--- src/rtl/wb_cam_capture_ctrl.sv ---
// Wishbone-controlled camera frame capture sequencer.
// Arms on a CTRL command, locks to vsync/href timing, writes accepted pixels
// into a single-port frame RAM at raster addresses, and shares that RAM port
// with CPU read-back through RD_ADDR/RD_DATA. Capture writes always win.
module wb_cam_capture_ctrl #(
    parameter int H_PIXELS = 320,
    parameter int V_LINES  = 240,
    parameter int ADDR_W   = 17
) (
    input  logic              clk,
    input  logic              reset,
    input  logic              wb_stb_i,
    input  logic              wb_cyc_i,
    input  logic              wb_we_i,
    input  logic [31:0]       wb_adr_i,
    input  logic [3:0]        wb_sel_i,
    input  logic [31:0]       wb_dat_i,
    output logic [31:0]       wb_dat_o,
    output logic              wb_ack_o,
    input  logic              cam_vsync,
    input  logic              cam_href,
    input  logic              cam_px_stb,
    input  logic [7:0]        cam_px_dat,
    output logic [ADDR_W-1:0] ram_adr,
    output logic              ram_we,
    output logic [7:0]        ram_dat_o,
    input  logic [7:0]        ram_dat_i,
    output logic              irq
);

    localparam int COL_W  = $clog2(H_PIXELS + 1);
    localparam int LINE_W = $clog2(V_LINES + 1);
    localparam logic [ADDR_W-1:0] FRAME_LAST = ADDR_W'(H_PIXELS * V_LINES - 1);
    localparam logic [ADDR_W-1:0] H_STEP     = ADDR_W'(H_PIXELS);

    typedef enum logic [2:0] {
        S_IDLE,
        S_ARMED,
        S_SYNC,
        S_CAPTURE,
        S_DONE
    } state_t;

    state_t state, state_nx;

    logic              vsync_q, href_q;
    logic              vsync_rise, vsync_fall, href_fall;
    logic [COL_W-1:0]  col;
    logic [LINE_W-1:0] line_cnt;
    logic [ADDR_W-1:0] line_base;
    logic [ADDR_W-1:0] wr_addr;
    logic [ADDR_W-1:0] rd_ptr;
    logic              cont_q, irq_en_q, done_q, ovr_q;
    logic              ack_q, rd_pend, rd_valid;
    logic [31:0]       dat_q;
    logic [31:0]       rd_mux;

    logic       wb_req, reg_acc, rd_req_new, rd_want, rd_issue;
    logic [1:0] reg_sel;
    logic       wr_ctrl, wr_status, wr_rdaddr;
    logic       start_cmd, abort_cmd;
    logic       px_in, px_ok, px_drop;

    logic unused_bits;
    assign unused_bits = ^{wb_sel_i, wb_adr_i[31:4], wb_adr_i[1:0], wb_dat_i};

    assign vsync_rise = cam_vsync & ~vsync_q;
    assign vsync_fall = ~cam_vsync & vsync_q;
    assign href_fall  = ~cam_href & href_q;

    // A new bus access is accepted only when no ack is showing and no
    // RD_DATA read is still waiting for the RAM port.
    assign wb_ack_o   = ack_q | rd_valid;
    assign wb_req     = wb_stb_i & wb_cyc_i & ~wb_ack_o & ~rd_pend;
    assign reg_sel    = wb_adr_i[3:2];
    assign rd_req_new = wb_req & ~wb_we_i & (reg_sel == 2'd3);
    assign reg_acc    = wb_req & ~rd_req_new;
    assign wr_ctrl    = wb_req & wb_we_i & (reg_sel == 2'd0);
    assign wr_status  = wb_req & wb_we_i & (reg_sel == 2'd1);
    assign wr_rdaddr  = wb_req & wb_we_i & (reg_sel == 2'd2);
    assign start_cmd  = wr_ctrl & wb_dat_i[0];
    assign abort_cmd  = wr_ctrl & wb_dat_i[3];

    assign px_in    = (state == S_CAPTURE) & cam_href & cam_px_stb;
    assign px_ok    = px_in & (col < COL_W'(H_PIXELS)) & (line_cnt < LINE_W'(V_LINES));
    assign px_drop  = px_in & ~px_ok;
    assign wr_addr  = line_base + ADDR_W'(col);

    // The read issue can coincide with the request cycle when no pixel is
    // competing, so an uncontended RD_DATA read acks one cycle after request.
    assign rd_want  = rd_pend | rd_req_new;
    assign rd_issue = rd_want & ~px_ok;

    assign ram_we    = px_ok;
    assign ram_adr   = px_ok ? wr_addr : (rd_issue ? rd_ptr : '0);
    assign ram_dat_o = px_ok ? cam_px_dat : '0;

    assign wb_dat_o = rd_valid ? {24'h0, ram_dat_i} : dat_q;
    assign irq      = done_q & irq_en_q;

    // Register read multiplexer.
    always_comb begin
        rd_mux = '0;
        case (reg_sel)
            2'd0:    rd_mux = {29'h0, irq_en_q, cont_q, 1'b0};
            2'd1:    rd_mux = {16'(line_cnt), 8'h00, 5'h00, ovr_q, done_q, (state != S_IDLE)};
            2'd2:    rd_mux = 32'(rd_ptr);
            default: rd_mux = '0;
        endcase
    end

    // Sequencer next-state logic; ABORT overrides every transition.
    always_comb begin
        state_nx = state;
        case (state)
            S_IDLE:    if (start_cmd) state_nx = S_ARMED;
            S_ARMED:   if (vsync_rise) state_nx = S_SYNC;
            S_SYNC:    if (vsync_fall) state_nx = S_CAPTURE;
            S_CAPTURE: if (vsync_rise || (href_fall && line_cnt == LINE_W'(V_LINES - 1)))
                           state_nx = S_DONE;
            S_DONE:    state_nx = cont_q ? S_SYNC : S_IDLE;
            default:   state_nx = S_IDLE;
        endcase
        if (abort_cmd) state_nx = S_IDLE;
    end

    // State register and vsync/href edge-detect copies.
    always_ff @(posedge clk) begin
        if (reset) begin
            state   <= S_IDLE;
            vsync_q <= 1'b0;
            href_q  <= 1'b0;
        end else begin
            state   <= state_nx;
            vsync_q <= cam_vsync;
            href_q  <= cam_href;
        end
    end

    // Raster counters: cleared at frame start and on abort, advanced per
    // accepted pixel and per href falling edge.
    always_ff @(posedge clk) begin
        if (reset || abort_cmd) begin
            col       <= '0;
            line_cnt  <= '0;
            line_base <= '0;
        end else if (state == S_SYNC && vsync_fall) begin
            col       <= '0;
            line_cnt  <= '0;
            line_base <= '0;
        end else if (state == S_CAPTURE) begin
            if (href_fall) begin
                col       <= '0;
                line_base <= line_base + H_STEP;
                if (line_cnt < LINE_W'(V_LINES)) line_cnt <= line_cnt + LINE_W'(1);
            end else if (px_ok) begin
                col <= col + COL_W'(1);
            end
        end
    end

    // Control bits and sticky status flags; a set beats a same-cycle clear.
    always_ff @(posedge clk) begin
        if (reset) begin
            cont_q   <= 1'b0;
            irq_en_q <= 1'b0;
            done_q   <= 1'b0;
            ovr_q    <= 1'b0;
        end else begin
            if (wr_ctrl) begin
                cont_q   <= wb_dat_i[1];
                irq_en_q <= wb_dat_i[2];
            end
            if (state == S_DONE && !abort_cmd) done_q <= 1'b1;
            else if (wr_status && wb_dat_i[1]) done_q <= 1'b0;
            if (px_drop) ovr_q <= 1'b1;
            else if (wr_status && wb_dat_i[2]) ovr_q <= 1'b0;
        end
    end

    // Read pointer: loaded by RD_ADDR, advanced with wrap on each RD_DATA read.
    always_ff @(posedge clk) begin
        if (reset) begin
            rd_ptr <= '0;
        end else if (rd_issue) begin
            rd_ptr <= (rd_ptr == FRAME_LAST) ? '0 : rd_ptr + ADDR_W'(1);
        end else if (wr_rdaddr) begin
            rd_ptr <= wb_dat_i[ADDR_W-1:0];
        end
    end

    // Wishbone acknowledge and data for register accesses and RAM reads.
    always_ff @(posedge clk) begin
        if (reset) begin
            ack_q    <= 1'b0;
            dat_q    <= '0;
            rd_pend  <= 1'b0;
            rd_valid <= 1'b0;
        end else begin
            ack_q    <= reg_acc;
            dat_q    <= (reg_acc && !wb_we_i) ? rd_mux : '0;
            rd_valid <= rd_issue;
            rd_pend  <= rd_want & ~rd_issue;
        end
    end

endmodule

--- config.mk ---
export PLATFORM = sky130hd
export DESIGN_NAME = wb_cam_capture_ctrl
export DESIGN_NICKNAME = d
export VERILOG_FILES = /design/src/rtl/wb_cam_capture_ctrl.sv
export SDC_FILE = /design/constraint.sdc
export NUM_CORES = 1
export LEC_CHECK = 0
export BUFFER_PORTS_ARGS = -buffer_cell sky130_fd_sc_hd__buf_2
export CAP_MARGIN = 20
export CORE_UTILIZATION = 50
export DETAILED_ROUTE_END_ITERATION = 8
export PLACE_DENSITY = 0.9
export SYNTH_ARGS = -nofsm -noshare
export SYNTH_HDL_FRONTEND = slang
export SYNTH_SLANG_ARGS = --single-unit
--- constraint.sdc ---
create_clock -name clk -period 2.45 [get_ports clk]
set_clock_uncertainty 0.2 [all_clocks]
set_input_delay 0.245 -clock clk [delete_from_list [all_inputs] [get_ports clk]]
set_output_delay 0.245 -clock clk [all_outputs]
set_load 0.02 [all_outputs]
# Word-level counts from Yosys, hierarchy flattened

Cells that the tools add are included.

Add/subtract/negate cells: 5
Magnitude comparators: 2
Equal/unequal tests: 13
Muxes and demuxes: 20
Bitwise operators: 35
Reductions and logical operators: 24

Operators by type and width:

| kind                    | number |
|---|---|
| $mux W17                | 5 |
| $pmux W24 S3            | 1 |
| $mux W32                | 1 |
| $and A1 B1 Y1           | 23 |
| $mux W9                 | 2 |
| $add A17 B1 Y17 const B | 1 |
| $add A17 B9 Y17         | 1 |
| $add A17 B9 Y17 const B | 1 |
| $eq A17 B17 Y1 const B  | 1 |
| $pmux W3 S5             | 1 |
| $mux W3                 | 4 |
| $not A1 Y1              | 10 |
| $add A9 B1 Y9 const B   | 1 |
| $lt A9 B9 Y1 const B    | 1 |
| $add A8 B1 Y8 const B   | 1 |
| $eq A8 B8 Y1 const B    | 1 |
| $lt A8 B8 Y1 const B    | 1 |
| $mux W8                 | 1 |
| $reduce_bool A2 Y1      | 4 |
| $eq A3 B2 Y1 const B    | 2 |
| $logic_and A1 B1 Y1     | 6 |
| $ne A2 B2 Y1 const B    | 3 |
| $reduce_or A2 Y1        | 3 |
| $eq A2 B2 Y1 const B    | 2 |
| 15 further kinds        | 22 |

Register bits: 95
Bits of input ports: 92
Output and inout port bits: 60

# Depth between registers and ports, before layout

Gate-level depths: netlist of the first run.

Depth after elaboration: 11
Mapped depth: 10
Mapped depth without buffers: 8

# Least setup slack after synthesis of the first run

Ideal clock, no wire load.

Kind: flip-flop to output port
From: register line_base[6]
To: output ram_adr[16]
Arrival: 2.057 ns
Required time: 2.005 ns
Path slack: -0.052 ns
Cell stages (with the launch flop): 9
Cells stage by stage: dfxtp_1 -> ha_1 -> inv_1 -> fa_1 -> nor2b_1 -> o21ai_0 -> nor3_1 -> xnor2_1 -> o21ai_0

Longest elaborated chain between the ends: 2

RTL lines:

| what                     | RTL line | RTL |
|---|---|---|
| start: declaration       | 50       | `logic [ADDR_W-1:0] line_base;` |
| start signal: assignment | 154      | `line_base <= line_base + H_STEP;` |
| $add A17 B9 Y17          | 87       | `assign wr_addr = line_base + ADDR_W'(col);` |
| $mux W17                 | 95       | `assign ram_adr = px_ok ? wr_addr : (rd_issue ? rd_ptr : '0);` |
| end: declaration         | 24       | `output logic [ADDR_W-1:0] ram_adr,` |

Every way passes these cells.

# Final worst setup path of the first run

From: register col[7]
To: output ram_adr[14]

Longest elaborated chain between the ends: 7

RTL lines:

| what                        | RTL line | RTL |
|---|---|---|
| start: declaration          | 48       | `logic [COL_W-1:0] col;` |
| start signal: assignment    | 157      | `col <= col + COL_W'(1);` |
| $lt A9 B9 Y1                | 85       | `assign px_ok = px_in & (col < COL_W'(H_PIXELS)) & (line_cnt < LINE_W'(V_LINES));` |
| $and A1 B1 Y1 (2 in series) | 85       |  |
| $not A1 Y1                  | 92       | `assign rd_issue = rd_want & ~px_ok;` |
| $and A1 B1 Y1               | 92       |  |
| $mux W17                    | 95       |  |
| $mux W17 *                  | 95       |  |

Every way passes the cells marked *; elsewhere a longest branch is shown, timed or not.

==> flow_metrics.py, run 1 <==
metrics = {
    "critical_path": {
        "crit_arrival_ns": 2.32,
        "crit_path_start": "col[7]",
        "crit_path_end_kind": "primary output",
        "worstReg2RegStart": "line_cnt[0]",
        "path_max_fanout": 3,
        "setup.worst_path.class": "reg2out",
        "worstRegToRegCells": 7,
        "critPathLaunchType": "flop",
        "required_ns": 2.01,
    },
    "timing": {
        "setup_violations": 5,
        "setup_ws_ns": -0.316,
        "maxSlewHeadroom": 0.416,
        "slew_violations": 0,
        "clock.fmax_ghz": 0.362,
        "hold_viol": 1,
        "fin_crit_ns": 2.77,
        "tns_ns": -0.818,
        "holdWs_ns": -0.000701,
        "tightestPinTransition_ns": 0.867,
        "rsz0062_at_grt": "yes",
        "finalCritPeriodShare": 1.13,
    },
    "detailed_routing": {
        "wirelength_mm": 13.3,
        "drc": 0,
        "top_layer": "met4",
        "drtIter0Drc": 460,
        "viasPerCell": 6.02,
        "drt-met1-wl_mm": 4.93,
        "wl_met3_mm": 1.15,
        "dr.pass1.iters": 7,
        "ant_nets": 0,
        "num_vias": 4460,
        "wl_met2_mm": 6.50,
        "routedWlPerCell_um": 17.9,
    },
    "logic_synthesis": {
        "yosysUniqueCellTypes": 63,
        "yosysWarnings": 0,
        "ys_seq_area_frac": 0.371,
        "syn-cell-area_sq_um": 4370,
        "ys_seq_elements": 81,
        "synthCells": 509,
        "synth-edff-count": 0,
        "syn_area_per_cell_sq_um": 8.59,
        "async_flop_share": 0,
        "ys.flop_type": "dfxtp_1",
    },
    "cells_and_area": {
        "mostFrequentLayoutCells": "buf_2, dfxtp_1, nor2_1",
        "syn2layout_area_growth_pct": 28.3,
        "fill_cells": 595,
        "final_nets": 731,
        "utilization": 0.673,
        "drive_above_1_share": 0.313,
        "layout_commonest_cell": "buf_2",
        "antenna_cells": 0,
    },
    "cts": {
        "clock-sinks": 81,
        "clockRootBuffer": "clkbuf_8",
        "clk_latency_ns": 0.37,
        "cts_buffer_depth": 2,
        "htreeDepth": 3,
        "cts_buffers": 9,
        "cts.clk_slew.worst_paths_ns": 0.09,
        "cts_tree": "yes",
    },
    "placement": {
        "pre_cts_ws_ns": 0.00837,
        "gp_congestion": 0.921,
        "dp_hpwl_mm": 8.33,
        "io_buffer_count": 94,
    },
    "die": {
        "die_y_um": 95.5,
        "fp.dieW_um": 95.5,
        "die_area_sq_um": 9120,
        "coreArea_sq_um": 8340,
        "initial_core_util": 0.524,
        "rows": 33,
        "boundaryPins": 152,
    },
    "hold_path": {
        "holdPathStages": 3,
        "hold_path.class": "in2reg",
        "min-delay-start": "wb_dat_i[9]",
    },
    "grt": {
        "grt_pass1_wl_mm": 18.7,
        "track_usage": 0.267,
        "antenna_found_initial": 0,
        "grt_pass1_vias": 4061,
        "grt_overflow": 0,
        "grt_max_degree": 28,
    },
    "power": {
        "ir_worst_vdd_v": 0.000247,
        "power.density_nw_per_um2": 436,
        "power.leakage_nw": 2.33,
    },
    "status": {
        "violations": "negative hold slack, negative setup slack",
        "outcome": "complete, but fails checks",
    },
    "job": {
        "cap_violations": 0,
    },
}
Yosys cell counts, types with 3 or more instances:
cell      number  share of area
nor4_1         4         0.0057
nand4_1       13          0.019
mux2i_1       12          0.027
and3_1         6         0.0086
xor2_1        19          0.038
a21o_1         3         0.0052
mux2_2         8          0.021
o22a_1         7          0.014
inv_1          8         0.0069
xnor2_1       14          0.028
and2_1        31          0.044
ha_1           7          0.020
dfxtp_1       81           0.37
a32oi_1        4         0.0080
and4_1         4         0.0080
nor2_1        53          0.046
nor3_1         7         0.0080
o21ai_0       20          0.023
nand3_1       19          0.022
nand2b_1       7          0.010
a22o_1         6          0.012
or3_1          6         0.0086
nand2_1       40          0.034
nor2b_1       30          0.043
buf_2         10          0.011
clkbuf_1      14          0.012
a31oi_1        4         0.0057
buf_4         10          0.017
a21oi_1       18          0.021
path summary, 6_finish.rpt:
path | end | slack [ns]
setup / recovery | ram_adr[14] | -0.32
hold / removal | rd_ptr[9] | -0.0007
setup reg to reg | state[1] | 0.04
hold reg to reg | line_cnt[1] | 0.31
per-stage QoR:
| stage | instance area [sq um] | instances | total power, W |
|---|---|---|---|
| 6_report | 5610 | 741 | 0.00245 |
| 5_1_grt | 5610 | 741 | 0.00251 |
| 4_1_cts | 5380 | 733 | 0.00243 |
| 3_5_place_dp | 5000 | 704 | 0.00151 |
| 3_3_place_gp | 5000 | 704 | 0.00150 |
| 2_1_floorplan | 4400 | 516 | 0.00145 |
logic make-up (layout without fill, tap and decap cells):
logic type,Yosys count,in the layout,synth area share
fa+ha+maj,8,8,0.0246
other cells,1,8,0.000858
flops,81,81,0.371
mux,20,20,0.0481
buf+inv,44,164,0.0492
xor+xnor,33,33,0.0661
simple gates,239,239,0.306
compound gates,83,83,0.134
registers in the layout, indices dropped and copies added, names as in the netlist:
signal and count:
done_q 1, rd_ptr 17, line_cnt 8, line_base 11, vsync_q 1, dat_q 24, state 3, cont_q 1
ovr_q 1, rd_valid 1, irq_en_q 1, href_q 1, col 9, ack_q 1, rd_pend 1
power breakdown:
group	switching (W)	total [W]	internal [W]
clock network	0.000560	0.000948	0.000387
registers	0.0000131	0.00134	0.00132
logic	0.0000904	0.000164	0.0000734
what timing repair did:
item / 4_1_cts / 5_1_grt
gates resized for setup: 31 / 44
endpoints found under the hold margin: 11 / 0
setup endpoints to repair: 25 / 17
cloned: 0 / 2
pin swaps: 8 / 14
hold buffers: 11 / 0
setup buffers: 2 / 7
worst max-delay path: stages (launching register included):
cell       delay, ns
dfxtp_2         0.39
inv_1           0.10
fa_2            0.44
nor2b_4         0.16
buf_6           0.12
o2111ai_1       0.15
xor2_1          0.21
o21ai_1         0.21
buf_4           0.18
layer usage:
metal	vias up	GRT usage
met5	-	0
met4	0	0.152
met3	73	0.0319
met2	298	0.475
met1	2071	0.309
li1	2018	-
cell type report:
type / instances / area, sq um / area share
multi-input combinational: 391 / 2700 / 0.482
sequential: 81 / 1640 / 0.292
timing repair buffer: 140 / 922 / 0.164
tap: 105 / 131 / 0.0234
clock buffer: 9 / 124 / 0.0221
clock inverter: 7 / 61.3 / 0.0109
inverter: 8 / 32.5 / 0.00580
(Power assumes the default switching activity.)
==> run 2, diff against run 1 <==
--- a/config.mk
+++ b/config.mk
@@ -7,9 +7,10 @@
 export LEC_CHECK = 0
 export BUFFER_PORTS_ARGS = -buffer_cell sky130_fd_sc_hd__buf_2
 export CAP_MARGIN = 20
-export CORE_UTILIZATION = 50
+export CORE_UTILIZATION = 35
 export DETAILED_ROUTE_END_ITERATION = 8
-export PLACE_DENSITY = 0.9
+export PLACE_DENSITY = 0.69
 export SYNTH_ARGS = -nofsm -noshare
 export SYNTH_HDL_FRONTEND = slang
 export SYNTH_SLANG_ARGS = --single-unit
+export TNS_END_PERCENT = 5
==> flow_metrics.py, run 2 (synthesis gave the netlist of run 1 again) <==
metrics = {
    "status": {
        "outcome": "complete, but fails checks",
        "violations": "negative setup slack",
    },
    "power": {
        "power_w": 0.00289,
        "p_comb_frac": 0.054,
        "power.leakage_nw": 2.30,
        "p_seq_frac": 0.462,
        "p_int_w": 0.00229,
        "ir_worst_vdd_v": 0.000333,
        "p_clk_frac": 0.484,
        "p_sw_frac": 0.210,
        "power.density_nw_per_um2": 521,
        "switchingPower_w": 0.000606,
    },
    "die": {
        "fp.dieW_um": 114,
        "die_area_sq_um": 12900,
        "boundaryPins": 152,
        "coreArea_sq_um": 12100,
        "die_y_um": 114,
        "initial_core_util": 0.361,
        "rows": 40,
    },
    "cells_and_area": {
        "antenna_cells": 0,
        "ff_latch_area_sq_um": 1630,
        "syn2layout_area_growth_pct": 27.2,
        "fill_cells": 1208,
        "largest_registers": "dat_q x24, rd_ptr x17, line_base x11",
        "fin_cells": 791,
        "drive_above_1_share": 0.265,
        "layout_commonest_cell": "buf_2",
        "regMostFlops": "dat_q",
        "largest_reg_flops": 24,
        "mostFrequentLayoutCells": "buf_2, dfxtp_1, nor2_1",
        "final_nets": 719,
        "multiInputGateArea_sq_um": 2600,
    },
    "cts": {
        "clk_latency_ns": 0.34,
        "clock-sinks": 81,
        "cts_buffer_depth": 2,
        "htreeDepth": 3,
        "cts.clk_slew.worst_paths_ns": 0.06,
        "post_cts_buffers": 0,
        "clockRootBuffer": "clkbuf_16",
        "cts_tree": "yes",
        "cts_buffers": 9,
    },
    "detailed_routing": {
        "routedWlPerCell_um": 14.4,
        "ant_nets": 0,
        "drc": 0,
        "viasPerCell": 5.07,
        "num_vias": 4011,
        "dr.pass1.iters": 5,
        "wirelength_mm": 11.4,
        "drtIter0Drc": 223,
    },
    "timing": {
        "tightestPinTransition_ns": 0.519,
        "maxSlewHeadroom": 0.653,
        "rsz0062_at_grt": "yes",
        "clock.fmax_ghz": 0.390,
        "setup_violations": 3,
        "finalCritPeriodShare": 1.05,
        "hold_viol": 0,
        "slew_violations": 0,
        "fin_crit_ns": 2.57,
        "setup_ws_ns": -0.117,
    },
    "grt": {
        "grt_max_degree": 28,
        "antenna_found_initial": 0,
        "grt_pass1_wl_mm": 18.2,
        "track_usage": 0.183,
        "grt_pass1_vias": 3658,
        "grt_overflow": 0,
    },
    "placement": {
        "io_buffer_count": 94,
        "gp_congestion": 0.883,
        "pre_cts_ws_ns": 0.0207,
        "placedCellCount": 766,
        "dp_hpwl_mm": 8.48,
    },
    "hold_path": {
        "min-delay-start": "wb_dat_i[12]",
        "worstHoldEndpoint": "rd_ptr[12]",
        "hold_path.class": "in2reg",
        "holdPathStages": 3,
    },
    "critical_path": {
        "ff2ff_setup_slack_ns": 0.26,
        "setup.worst_path.class": "reg2out",
        "crit_slowest_cell": "fa_2",
        "worstReg2RegStart": "rd_ptr[0]",
        "cpPeakStageDelay_ns": 0.34,
        "path_cells": "ha_1, inv_1, fa_2, nor2b_2, buf_4, o2111ai_1, xor2_1, o21ai_1, buf_4",
        "crit_arrival_ns": 2.12,
        "required_ns": 2.01,
        "critPathLaunchType": "flop",
        "worstRegToRegCells": 6,
        "r2r-end": "rd_ptr[11]",
        "crit_path_end_kind": "primary output",
        "cp_common_cell": "buf_4",
        "path_max_fanout": 2,
        "crit_path_start": "col[6]",
    },
    "job": {
        "cap_violations": 0,
    },
}
## run 2: changes by cell type in the layout (fill, tap and decap cells not counted), moves of 4 or more
| cell | delta |
|---|---|
| clkbuf_8 | -5 |
| nand2_1 | +4 |
| buf_4 | -5 |
| dfxtp_1 | +6 |
| clkbuf_16 | +8 |
| dfxtp_2 | -5 |
| o21ai_1 | +4 |
| buf_6 | -8 |
## run 2: power groups by stage
stage | Clock, W | Combinational, W | Sequential, W
final | 0.00140 | 0.000156 | 0.00134
after global routing | 0.00150 | 0.000169 | 0.00134
after CTS | 0.00143 | 0.000155 | 0.00134
after detailed placement | 0 | 0.000141 | 0.00137
after global placement | 0 | 0.000139 | 0.00136
after floorplan | 0 | 0.0000903 | 0.00136
## run 2: routing by layer
layer	global-route usage	routed length [um]
met1	0.225	5090
met2	0.301	5440
met4	0.0860	287
met3	0.0436	597
met5	0	0
## run 2: critical path: cells and delay by family (launching register included)
| family | cells | cell delay (ns) |
|---|---|---|
| AOI/OAI and AO/OA | 2 | 0.28 |
| adders and majority gates | 2 | 0.51 |
| buffers and inverters | 3 | 0.34 |
| DFF | 1 | 0.33 |
| and+or+nand+nor | 1 | 0.15 |
| xor gates and xnor gates | 1 | 0.17 |
## run 2: through the flow
stage | hold slack (ns) | cell area [sq um] | setup TNS [ns] | utilization
floorplan | 0.173 | 4400 | 0 | -
global placement | 0.271 | 5080 | 0 | 0.419
detailed placement | 0.279 | 5080 | 0 | 0.419
CTS | 0.0175 | 5530 | -0.458 | 0.457
global route | 0.0431 | 5560 | -0.755 | 0.459
finish | 0.0219 | 5560 | -0.270 | 0.459
## run 2: how the worst max path moves through the flow
stage / end / slack, ns
4_1_cts: ram_adr[16] / -0.17
3_5_place_dp: ram_adr[16] / 0.02
6_report: ram_adr[14] / -0.12
2_1_floorplan: ram_adr[14] / 0.09
3_3_place_gp: ram_adr[16] / 0.05
5_1_grt: ram_adr[14] / -0.22
## run 2: what timing repair did
item	CTS	global route
gates resized for setup	24	9
hold buffers	10	0
setup endpoints to repair	25	17
endpoints found under the hold margin	10	0
pin swaps	4	1
## run 2: cell type report
type	instances	share of cell area
multi-input cells	391	0.467
repair buffers	128	0.140
inverters	8	0.00540
clock buffers	13	0.0504
well taps	168	0.0378
flip-flops and latches	81	0.293
clock inverters	2	0.00630
==> run 3, diff against run 2 <==
--- a/config.mk
+++ b/config.mk
@@ -7,9 +7,12 @@
 export LEC_CHECK = 0
 export BUFFER_PORTS_ARGS = -buffer_cell sky130_fd_sc_hd__buf_2
 export CAP_MARGIN = 20
+export CELL_PAD_IN_SITES_DETAIL_PLACEMENT = 1
+export CELL_PAD_IN_SITES_GLOBAL_PLACEMENT = 1
 export CORE_UTILIZATION = 35
 export DETAILED_ROUTE_END_ITERATION = 8
-export PLACE_DENSITY = 0.69
+export HOLD_SLACK_MARGIN = 0.12
+export PLACE_DENSITY = 0.87
 export SYNTH_ARGS = -nofsm -noshare
 export SYNTH_HDL_FRONTEND = slang
 export SYNTH_SLANG_ARGS = --single-unit
==> flow_metrics.py, run 3 (synthesis gave the netlist of run 1 again) <==
metrics = {
    "status": {
        "outcome": "complete, but fails checks",
        "violations": "negative setup slack",
    },
    "critical_path": {
        "crit_slowest_cell": "fa_2",
        "crit_arrival_ns": 2.16,
        "path_max_fanout": 2,
        "cpPeakStageDelay_ns": 0.36,
        "setup.worst_path.class": "reg2out",
        "path_cells": "ha_4, inv_2, fa_2, nor2b_4, buf_6, o2111ai_4, xor2_1, o21ai_1, buf_4",
        "worst-path-stages": 9,
        "critPathBufInv": 3,
        "crit_path_start": "line_base[6]",
        "crit_path_end_kind": "primary output",
        "required_ns": 2.01,
        "critPathLaunchType": "flop",
        "worstReg2RegStart": "rd_ptr[0]",
        "worstRegToRegCells": 6,
        "cp_top_family": "adder cells",
    },
    "placement": {
        "place_area_sq_um": 5080,
        "placedCellCount": 766,
        "pre_cts_ws_ns": 0.0646,
        "io_buffer_count": 94,
        "dp_hpwl_mm": 9.84,
        "gp_congestion": 0.811,
    },
    "cells_and_area": {
        "drive_above_1_share": 0.268,
        "syn2layout_area_growth_pct": 30.1,
        "fill_cells": 1455,
        "largest_reg_flops": 24,
        "layout_commonest_cell": "buf_2",
        "final_nets": 730,
        "stdcell_area_sq_um": 5690,
        "ff_latch_area_sq_um": 1630,
        "fin_cells": 803,
        "antenna_cells": 0,
        "mostFrequentLayoutCells": "buf_2, dfxtp_1, nor2_1",
        "largest_registers": "dat_q x24, rd_ptr x17, line_base x11",
        "multiInputGateArea_sq_um": 2630,
        "regMostFlops": "dat_q",
    },
    "timing": {
        "setup_ws_ns": -0.154,
        "slew_violations": 0,
        "holdWs_ns": 0.119,
        "clock.fmax_ghz": 0.384,
        "fin_crit_ns": 2.60,
        "hold_viol": 0,
        "rsz0062_at_grt": "yes",
        "maxSlewHeadroom": 0.577,
        "tightestPinTransition_ns": 0.629,
        "setup_violations": 8,
        "finalCritPeriodShare": 1.06,
    },
    "die": {
        "rows": 40,
        "boundaryPins": 152,
        "die_area_sq_um": 12900,
        "die_y_um": 114,
        "fp.dieW_um": 114,
        "coreArea_sq_um": 12100,
        "initial_core_util": 0.361,
    },
    "hold_path": {
        "holdPathStages": 4,
        "min-delay-start": "wb_dat_i[7]",
        "hold_path.class": "in2reg",
    },
    "grt": {
        "antenna_found_initial": 0,
        "track_usage": 0.226,
        "grt_overflow": 0,
        "grt_pass1_wl_mm": 22.8,
        "grt_max_degree": 28,
        "grt_pass1_vias": 4553,
    },
    "job": {
        "cap_violations": 0,
    },
    "detailed_routing": {
        "viasPerCell": 5.32,
        "num_vias": 4271,
        "dr.pass1.iters": 4,
        "routedWlPerCell_um": 17.5,
        "drc": 0,
        "ant_nets": 0,
        "drtIter0Drc": 237,
        "wirelength_mm": 14.0,
    },
    "power": {
        "power.density_nw_per_um2": 516,
        "power.leakage_nw": 2.34,
        "ir_worst_vdd_v": 0.000326,
    },
    "cts": {
        "clk_latency_ns": 0.35,
        "clockRootBuffer": "clkbuf_16",
        "htreeDepth": 3,
        "cts_buffers": 9,
        "cts.clk_slew.worst_paths_ns": 0.06,
        "cts_buffer_depth": 2,
        "clock-sinks": 81,
        "cts_tree": "yes",
    },
}
==> run 3: cell types whose count changed in the layout (fill, tap and decap cells not counted), sizes merged <==
cell	change
dlygate4sd3	+10
buf	+1
bufinv	+1
==> run 3: worst paths after layout <==
check                end  slack, ns
max          ram_adr[14]      -0.15
max reg2reg   rd_ptr[11]       0.22
min            rd_ptr[7]       0.12
min reg2reg       col[8]       0.30
==> run 3: worst min-delay path, cell delays in order <==
cell     delay, ns
buf_2         0.07
mux2i_1       0.06
o22a_1        0.17
nor2_1        0.08
==> run 3: stage by stage <==
step | total power [W] | util | setup TNS [ns]
after floorplan | 0.00145 | - | 0
after global placement | 0.00150 | 0.419 | 0
after detailed placement | 0.00151 | 0.419 | 0
after CTS | 0.00295 | 0.468 | -0.959
after global routing | 0.00302 | 0.470 | -1.28
final | 0.00293 | 0.470 | -0.687
==> run 3: where the power goes <==
| part | internal (W) | switching [W] | total, W |
|---|---|---|---|
| clock | 0.000893 | 0.000533 | 0.00143 |
| combinational | 0.0000790 | 0.0000928 | 0.000172 |
| sequential | 0.00133 | 0.0000114 | 0.00134 |
==> run 3: timing repair <==
| item | CTS | global route |
|---|---|---|
| gates resized for setup | 28 | 10 |
| endpoints found under the setup margin | 25 | 17 |
| pin swaps | 6 | 4 |
| hold endpoints to repair | 23 | 0 |
| setup buffers | 1 | 0 |
| hold buffers | 20 | 0 |
==> run 3: area by class of cell <==
class,count,share of cell area
well taps,168,0.0370
clock buffers,13,0.0422
flip-flops and latches,81,0.287
clock inverters,3,0.0114
multi-input cells,391,0.463
inverters,8,0.00572
repair buffers,139,0.154
==> run 3: layer usage <==
layer / wire length, um / GRT usage / up-vias
met5: 0 / 0 / -
met4: 401 / 0.101 / 0
met3: 676 / 0.0452 / 36
met2: 7280 / 0.413 / 150
met1: 5680 / 0.252 / 2077
li1: - / - / 2008
